[config.mk]
export PLATFORM = sky130hd
export DESIGN_NAME = dlatch_tester
export DESIGN_NICKNAME = d
export VERILOG_FILES = /design/src/rtl/dlatch_tester.sv
export SDC_FILE = /design/constraint.sdc
export NUM_CORES = 1
export LEC_CHECK = 0
export BUFFER_PORTS_ARGS = -buffer_cell sky130_fd_sc_hd__buf_2
export CAP_MARGIN = 20
export CORE_UTILIZATION = 45
export DETAILED_ROUTE_END_ITERATION = 8
export GPL_TIMING_DRIVEN = 1
export PLACE_DENSITY = 0.65
export SYNTH_ARGS = -nofsm -noshare
export SYNTH_HDL_FRONTEND = slang
export SYNTH_SLANG_ARGS = --single-unit
[constraint.sdc]
create_clock -name Clk -period 4.75 [get_ports Clk]
set_clock_uncertainty 0.05 [all_clocks]
set_input_delay 0.475 -clock Clk [delete_from_list [all_inputs] [get_ports Clk]]
set_output_delay 0.475 -clock Clk [all_outputs]
set_load 0.01 [all_outputs]
[src/rtl/dlatch_tester.sv]
// Drives an external D latch through a pseudo-random gate/data sequence,
// compares its synchronized Q against the expected latched value and reports the result.
module dlatch_tester #(
  parameter int NUM_VECTORS = 64,
  parameter int SETTLE      = 4
) (
  input  logic       Clk,
  input  logic       Reset,
  input  logic       Start,
  output logic       Gate_Out,
  output logic       D_Out,
  input  logic       Q_In,
  output logic       Busy,
  output logic       Done,
  output logic       Pass,
  output logic [7:0] Err_Count,
  output logic [7:0] Vec_Count
);

  localparam int       CW   = $clog2(SETTLE);
  localparam logic [7:0] SEED = 8'hA5;
  localparam logic [7:0] NV8  = 8'(NUM_VECTORS);

  typedef enum logic [2:0] {
    S_IDLE, S_DRIVE, S_SETTLE, S_CHECK, S_DONE
  } state_t;

  state_t          state, next_state;
  logic [CW-1:0]   cnt;
  logic [7:0]      lfsr;
  logic [1:0]      q_pipe;
  logic            q_sync;
  logic            exp;
  logic            settle_last;
  logic            last_vec;
  logic            mismatch;

  assign q_sync      = q_pipe[1];
  assign settle_last = (cnt == CW'(SETTLE - 1));
  assign last_vec    = ((Vec_Count + 8'd1) == NV8);
  assign mismatch    = (q_sync != exp);

  always_ff @(posedge Clk) begin
    if (Reset) state <= S_IDLE;
    else       state <= next_state;
  end

  always_comb begin
    next_state = state;
    case (state)
      S_IDLE,
      S_DONE:   if (Start) next_state = S_DRIVE;
      S_DRIVE:  next_state = S_SETTLE;
      S_SETTLE: if (settle_last) next_state = S_CHECK;
      S_CHECK:  next_state = last_vec ? S_DONE : S_DRIVE;
      default:  next_state = S_IDLE;
    endcase
  end

  always_ff @(posedge Clk) begin
    if (Reset) begin
      Gate_Out  <= 1'b0;
      D_Out     <= 1'b0;
      Busy      <= 1'b0;
      Done      <= 1'b0;
      Pass      <= 1'b0;
      Err_Count <= 8'd0;
      Vec_Count <= 8'd0;
      exp       <= 1'b0;
      q_pipe    <= 2'b00;
      lfsr      <= SEED;
      cnt       <= '0;
    end else begin
      q_pipe <= {q_pipe[0], Q_In};
      case (state)
        S_IDLE, S_DONE: begin
          if (Start) begin
            Err_Count <= 8'd0;
            Vec_Count <= 8'd0;
            Pass      <= 1'b0;
            Done      <= 1'b0;
            Busy      <= 1'b1;
            lfsr      <= SEED;
            cnt       <= '0;
          end
        end
        S_DRIVE: begin
          // Even vectors open the gate and load new data; odd vectors test the hold.
          Gate_Out <= ~Vec_Count[0];
          D_Out    <= lfsr[0];
          if (!Vec_Count[0]) exp <= lfsr[0];
          cnt      <= '0;
        end
        S_SETTLE: cnt <= cnt + 1'b1;
        S_CHECK: begin
          if (mismatch && Err_Count != 8'hFF) Err_Count <= Err_Count + 8'd1;
          Vec_Count <= Vec_Count + 8'd1;
          lfsr      <= {lfsr[6:0], lfsr[7] ^ lfsr[5] ^ lfsr[4] ^ lfsr[3]};
          if (last_vec) begin
            Busy     <= 1'b0;
            Done     <= 1'b1;
            Pass     <= (Err_Count == 8'd0) && !mismatch;
            Gate_Out <= 1'b0;
          end
        end
        default: ;
      endcase
    end
  end

endmodule

# After elaboration in Yosys (flattened, before gate mapping)
# Cells that the tools add are included.
[classes] add_sub_neg=3 eq_ne=12 mux=21 bitwise_logic=4 n_reduce_logical=16
[op_table] cell="8-bit case mux with 2 select lines" n=3
[op_table] cell="8-bit two-way mux" n=3
[op_table] cell="8-bit by 1-bit adder with 8-bit output, second input constant" n=2
[op_table] cell="3-bit case mux with 4 select lines" n=1
[op_table] cell="2-bit AND reduction" n=5
[op_table] cell="3-bit two-way mux" n=3
[op_table] cell="8-bit by 7-bit equality test with 1-bit output, second input constant" n=1
[op_table] cell="8-bit logical NOT" n=1
[op_table] cell="2-bit != test, second input constant" n=4
[op_table] cell="8-bit != test, second input constant" n=1
[op_table] cell="1-bit case mux with 2 select lines" n=4
[op_table] cell="3-bit by 2-bit equality test with 1-bit output, second input constant" n=2
[op_table] cell="2-bit case mux with 3 select lines" n=1
[op_table] cell="3-bit AND reduction" n=2
[op_table] cell="1-bit two-way mux" n=5
[op_table] cell="2-bit nonzero test" n=2
[op_table] cell="3-bit by 1-bit equality test with 1-bit output, second input constant" n=1
[op_table] cell="3-bit equality test, second input constant" n=1
[op_table] cell="3-bit logical NOT" n=1
[op_table] cell="3-bit nonzero test" n=1
[op_table] cell="1-bit bitwise XOR" n=3
[op_table] cell="2-bit by 1-bit adder with 2-bit output, second input constant" n=1
[op_table] cell="2-bit equality test, second input constant" n=1
[op_table] cell="1-bit logical AND" n=2
[op_table] cell="5 further kinds" n=5
[totals] ff_bits=37 out_inout_bits=21 elab_cells=68

# Longest topological paths before layout
[depth] depth_word=5 depth_mapped=7

# Worst setup path before layout
# No wires, ideal clock.
[synth_path] path_kind="reg-to-reg" start="reg Vec_Count[1]" end="reg Pass" setup_ns=0.072 t_arrival_ns=1.849 required_time_ns=4.628 slack_ns=2.779 stages_incl_launch_ff=6 period_less_slack_ns=1.971 cell_sequence="dfxtp_1 -> ha_1 -> nand3_1 -> o32a_1 -> nor4_1 -> mux2i_1"
[synth_via] elab_chain_len=4
[synth_rtl] item="from (decl)" line="17" text="output logic [7:0] Vec_Count"
[synth_rtl] item="from (signal assigned)" line="97" text="Vec_Count <= Vec_Count + 8'd1;"
[synth_rtl] item="8-bit by 1-bit adder with 8-bit output" line="40" text="assign last_vec = ((Vec_Count + 8'd1) == NV8);"
[synth_rtl] item="8-bit by 7-bit equality test with 1-bit output" line="40"
[synth_rtl] item="2-bit != test (no source line)"
[synth_rtl] item="3-bit AND reduction (no source line)"
[synth_rtl] item="to (signal assigned)" line="102" text="Pass <= (Err_Count == 8'd0) && !mismatch;"
[synth_rtl] item="to (decl)" line="15" text="output logic Pass,"
# Every way passes these cells.
# A chain may end at the register's enable or synchronous reset.

# Worst setup path in the final report
[layout_path] start="reg state[0]" end="reg Err_Count[5]"
[layout_via] elab_chain_len=4
[layout_rtl] item="from (decl)" line="28" text="state_t state, next_state;"
[layout_rtl] item="from (signal assigned)" line="45" text="else state <= next_state;"
[layout_rtl] item="3-bit equality test / 3-bit logical NOT (equally long branches)" line="75" text="case (state)"
[layout_rtl] item="2-bit OR reduction" line="75"
[layout_rtl] item="2-bit != test (no source line) / 2-bit nonzero test (equally long branches)"
[layout_rtl] item="3-bit AND reduction (no source line)"
[layout_rtl] item="to (signal assigned)" line="96" text="if (mismatch && Err_Count != 8'hFF) Err_Count <= Err_Count + 8'd1;"
[layout_rtl] item="to (decl)" line="16" text="output logic [7:0] Err_Count,"
# Several ways; a longest one is shown, not always the timed one.

==> flow_summary.html <==
<table>
<tr><th>Metric</th><th>Value</th></tr>
<tr><th colspan="2">Synthesis</th></tr>
<tr><td>Syn Inst Count</td><td>208</td></tr>
<tr><td>Area share of the largest cell type after synthesis</td><td>41.9%</td></tr>
<tr><td>Synthesized cell area</td><td>1770 um^2</td></tr>
<tr><td>Cell type with the highest aggregate area in the netlist</td><td>sky130_fd_sc_hd__dfxtp_1</td></tr>
<tr><td>Number of distinct library cells after synthesis</td><td>41</td></tr>
<tr><td>Post-synthesis sequential area ratio</td><td>41.9%</td></tr>
<tr><td>Predominant post-synthesis flop cell</td><td>sky130_fd_sc_hd__dfxtp_1</td></tr>
<tr><td>Syn nets</td><td>217</td></tr>
<tr><td>Async set-or-reset flop fraction in the synthesized netlist</td><td>0%</td></tr>
<tr><td>Post-synthesis average cell area</td><td>8.51 um^2</td></tr>
<tr><td>Total of flip-flops plus latches after synthesis</td><td>37</td></tr>
<tr><td>Biggest area contributors in the synthesized netlist</td><td>sky130_fd_sc_hd__dfxtp_1 42%, sky130_fd_sc_hd__nor2_1 7.0%, sky130_fd_sc_hd__xnor2_1 5.0%</td></tr>
<tr><td>Total number of yosys warnings</td><td>0</td></tr>
<tr><td>Number of enable-type register cells in the synthesized netlist</td><td>0</td></tr>
<tr><th colspan="2">Route</th></tr>
<tr><td>Number of DRC violations after detailed routing</td><td>0</td></tr>
<tr><td>WL per Instance</td><td>13.0 um</td></tr>
<tr><td>DR WL met2</td><td>1.65 mm</td></tr>
<tr><td>Post-detailed-route count of antenna-violating nets</td><td>0</td></tr>
<tr><td>Wire length on met3</td><td>151 um</td></tr>
<tr><td>First-pass detailed-route iteration total</td><td>4</td></tr>
<tr><td>Routed via count</td><td>1,508</td></tr>
<tr><td>Max layer used</td><td>met4</td></tr>
<tr><td>Length of routed wiring on met1</td><td>1.74 mm</td></tr>
<tr><td>Routed wire length</td><td>3.58 mm</td></tr>
<tr><td>Vias per cell</td><td>5.48</td></tr>
<tr><td>Detailed router's first-iteration violation count</td><td>109</td></tr>
<tr><th colspan="2">Clock tree</th></tr>
<tr><td>CTS H-tree depth</td><td>2</td></tr>
<tr><td>Clock-pin slew reported for the worst setup and hold paths after clock tree synthesis</td><td>0.07 ns</td></tr>
<tr><td>Clock sink count</td><td>37</td></tr>
<tr><td>Number of gates resized after CTS</td><td>0</td></tr>
<tr><td>Num CTS Buffers</td><td>5</td></tr>
<tr><td>Number of buffers inserted by hold repair at cts</td><td>0</td></tr>
<tr><td>Count of buffers added by post-CTS timing repair for setup</td><td>0</td></tr>
<tr><td>Buffer type at the clock tree root</td><td>sky130_fd_sc_hd__clkbuf_8</td></tr>
<tr><td>CTS tree</td><td>built</td></tr>
<tr><td>Longest Clk Path Bufs</td><td>2</td></tr>
<tr><td>Clock latency reported for the late side of the worst-skew pair</td><td>0.29 ns</td></tr>
<tr><th colspan="2">Cells and area</th></tr>
<tr><td>Fill count</td><td>362</td></tr>
<tr><td>Number of nets in the layout</td><td>235</td></tr>
<tr><td>Post-route cell area</td><td>1960 um^2</td></tr>
<tr><td>Share of layout cells above drive strength 1</td><td>15.9%</td></tr>
<tr><td>Area added between synthesis and finish</td><td>10.8%</td></tr>
<tr><td>Diode insertion count for antenna repair</td><td>0</td></tr>
<tr><th colspan="2">Worst setup path</th></tr>
<tr><td>Critical path buffers and inverters</td><td>0</td></tr>
<tr><td>Startpoint types</td><td>register</td></tr>
<tr><td>Worst Path Class, Setup</td><td>reg2reg</td></tr>
<tr><td>Data required time of the critical path</td><td>4.88 ns</td></tr>
<tr><td>Critical path's top delay family</td><td>compound AO/OA/AOI/OAI gates</td></tr>
<tr><td>Critical Path AT</td><td>2.46 ns</td></tr>
<tr><td>Critical Path Slowest Stage Cell</td><td>sky130_fd_sc_hd__a311o_1</td></tr>
<tr><td>Maximum cell stage delay along the critical path</td><td>0.62 ns</td></tr>
<tr><td>Cell chain of the critical path</td><td>nand3b_1, a311o_1, a211oi_1, xnor2_1, nor2_1</td></tr>
<tr><td>CP Capture Type</td><td>register</td></tr>
<tr><td>CP max FO</td><td>15</td></tr>
<tr><th colspan="2">STA</th></tr>
<tr><td>WHS</td><td>0.339 ns</td></tr>
<tr><td>Final count of pins violating max slew</td><td>0</td></tr>
<tr><td>Finish-stage setup viols</td><td>0</td></tr>
<tr><td>RSZ-0062 raised after global routing</td><td>false</td></tr>
<tr><td>Hold Violations, Final</td><td>0</td></tr>
<tr><td>Worst Tran Pin Value</td><td>0.590 ns</td></tr>
<tr><td>Min cycle time layout</td><td>2.34 ns</td></tr>
<tr><td>Headroom to the max-slew limit</td><td>60.3%</td></tr>
<tr><td>Final sum of negative setup slack</td><td>0 ns</td></tr>
<tr><td>Fin crit share</td><td>49.2%</td></tr>
<tr><td>Achievable frequency</td><td>428 MHz</td></tr>
<tr><th colspan="2">Die</th></tr>
<tr><td>Placeable Area</td><td>3720 um^2</td></tr>
<tr><td>Starting density of the core</td><td>47.6%</td></tr>
<tr><td>Die height</td><td>64.7 um</td></tr>
<tr><td># IOs</td><td>25</td></tr>
<tr><td>Width of the die</td><td>64.7 um</td></tr>
<tr><td>Die ar.</td><td>4190 um^2</td></tr>
<tr><td>Number of standard-cell rows in the floorplan</td><td>22</td></tr>
<tr><th colspan="2">GRT</th></tr>
<tr><td>First-pass GRT wire length</td><td>6.26 mm</td></tr>
<tr><td>Vias in the first global route</td><td>1,401</td></tr>
<tr><td>Initial antenna violation count</td><td>0</td></tr>
<tr><td>Global router's overall resource usage</td><td>19.6%</td></tr>
<tr><td>Maximum number of pins on one net before global-route repair</td><td>34</td></tr>
<tr><td>Total overflow reported by the global router</td><td>0</td></tr>
<tr><th colspan="2">Placement</th></tr>
<tr><td>Estimated wirelength of the detail-placed design</td><td>2.43 mm</td></tr>
<tr><td>Placed instance area</td><td>1880 um^2</td></tr>
<tr><td>Port buffer count</td><td>24</td></tr>
<tr><td>Last weighted congestion value of the routability-driven placer</td><td>0.850</td></tr>
<tr><th colspan="2">Power and ir drop</th></tr>
<tr><td>Static Leakage</td><td>0.760 nW</td></tr>
<tr><td>Power density normalized to cell area</td><td>303 nW/um^2</td></tr>
<tr><td>Maximum vdd drop</td><td>0.157 mV</td></tr>
<tr><th colspan="2">Run</th></tr>
<tr><td>Max-capacitance violation count</td><td>0</td></tr>
<tr><th colspan="2">Status</th></tr>
<tr><td>Outcome</td><td>finished clean</td></tr>
<tr><th colspan="2">Min path</th></tr>
<tr><td>Worst min-delay path category</td><td>in2reg</td></tr>
</table>
## cell usage after synthesis, types with 2 or more instances
library cell / number
sky130_fd_sc_hd__a211oi_1: 3
sky130_fd_sc_hd__a21oi_1: 13
sky130_fd_sc_hd__a22oi_1: 7
sky130_fd_sc_hd__a311oi_1: 3
sky130_fd_sc_hd__a31oi_1: 2
sky130_fd_sc_hd__and2_1: 3
sky130_fd_sc_hd__and3_1: 2
sky130_fd_sc_hd__buf_2: 2
sky130_fd_sc_hd__buf_6: 2
sky130_fd_sc_hd__clkbuf_1: 7
sky130_fd_sc_hd__dfxtp_1: 37
sky130_fd_sc_hd__ha_1: 5
sky130_fd_sc_hd__inv_1: 2
sky130_fd_sc_hd__mux2i_1: 3
sky130_fd_sc_hd__nand2_1: 14
sky130_fd_sc_hd__nand2b_1: 7
sky130_fd_sc_hd__nand3_1: 8
sky130_fd_sc_hd__nand3b_1: 3
sky130_fd_sc_hd__nor2_1: 33
sky130_fd_sc_hd__nor2b_1: 3
sky130_fd_sc_hd__nor3_1: 4
sky130_fd_sc_hd__nor4_1: 3
sky130_fd_sc_hd__o21ai_0: 8
sky130_fd_sc_hd__o22ai_1: 4
sky130_fd_sc_hd__or3b_2: 2
sky130_fd_sc_hd__xnor2_1: 10
sky130_fd_sc_hd__xor2_1: 4
## cell families (layout without fill, tap and decap cells)
group	after synthesis	after routing	synth area share, %
and+or+nand+nor	88	88	24.7
AOI/OAI and AO/OA	46	46	16.8
DFF	37	37	41.9
buffers and inverters	15	34	4.46
xor gates and xnor gates	14	14	6.93
adders and majority gates	5	5	3.54
muxes	3	3	1.70
## through the flow
step	setup slack [ns]	instances	power (mW)	utilization, %
global route	2.16	275	0.626	52.8
CTS	2.39	275	0.603	52.8
detailed placement	2.40	267	0.389	50.5
floorplan	2.78	208	0.376	-
finish	2.41	275	0.594	52.8
global placement	2.46	267	0.389	50.5
## registers in the layout, summed over array words and instances (netlist names)
register and flops:
Err_Count 8, Vec_Count 8, state 3, Pass 1
Done 1, D_Out 1, q_pipe 2, cnt 2
Gate_Out 1, exp 1, Busy 1, lfsr 8
## worst register-to-register path, cell delays in order (launching register included)
cell and delay, ns:
sky130_fd_sc_hd__dfxtp_1 0.56, sky130_fd_sc_hd__nand3b_1 0.48, sky130_fd_sc_hd__a311o_1 0.62, sky130_fd_sc_hd__a211oi_1 0.32, sky130_fd_sc_hd__xnor2_1 0.15, sky130_fd_sc_hd__nor2_1 0.05
## final cells by class
type | instances | area, um^2 | share of cell area [%]
Clock buffer | 6 | 72.6 | 3.70
Inverter | 2 | 7.51 | 0.383
Clock inverter | 2 | 10.0 | 0.511
Timing Repair Buffer | 24 | 120 | 6.13
Multi-Input combinational cell | 156 | 950 | 48.4
Sequential cell | 37 | 741 | 37.8
Tap cell | 48 | 60.1 | 3.06
## path summary, 6_finish.rpt
kind	endpoint	slack, ns	cells past startpoint	start
hold / removal	q_pipe[0]	0.34	2	Q_In
setup reg to reg	Err_Count[5]	2.41	5	state[0]
hold reg to reg	q_pipe[1]	0.40	1	q_pipe[0]
setup / recovery	Err_Count[5]	2.41	5	state[0]
## routing by layer
metal / vias to the layer above / GRT usage [%]
li1: 771 / -
met1: 705 / 25.5
met2: 27 / 30.3
met3: 5 / 5.63
met4: 0 / 7.50
met5: - / 0
## cells in the final DEF, fill, tap and decap left out, types with 3 or more instances in the layout
cell type,count
sky130_fd_sc_hd__a211oi_1,3
sky130_fd_sc_hd__a21oi_1,13
sky130_fd_sc_hd__a22oi_1,7
sky130_fd_sc_hd__a311oi_1,3
sky130_fd_sc_hd__and2_1,3
sky130_fd_sc_hd__buf_2,24
sky130_fd_sc_hd__clkbuf_8,5
sky130_fd_sc_hd__dfxtp_1,37
sky130_fd_sc_hd__ha_1,5
sky130_fd_sc_hd__mux2i_1,3
sky130_fd_sc_hd__nand2_1,14
sky130_fd_sc_hd__nand2b_1,7
sky130_fd_sc_hd__nand3_1,8
sky130_fd_sc_hd__nand3b_1,3
sky130_fd_sc_hd__nor2_1,33
sky130_fd_sc_hd__nor2b_1,3
sky130_fd_sc_hd__nor3_1,4
sky130_fd_sc_hd__nor4_1,3
sky130_fd_sc_hd__o21ai_0,8
sky130_fd_sc_hd__o22ai_1,4
sky130_fd_sc_hd__xnor2_1,10
sky130_fd_sc_hd__xor2_1,4
## where the power goes
part | internal [mW] | switching (mW) | total [mW] | leakage, nW
Clock | 0.102 | 0.110 | 0.212 | 0.0450
Sequential | 0.319 | 0.00935 | 0.328 | 0.300
Combinational | 0.0203 | 0.0332 | 0.0534 | 0.416
Total | 0.441 | 0.153 | 0.594 | 0.760
Note: power is estimated with default switching activity, not from simulation.
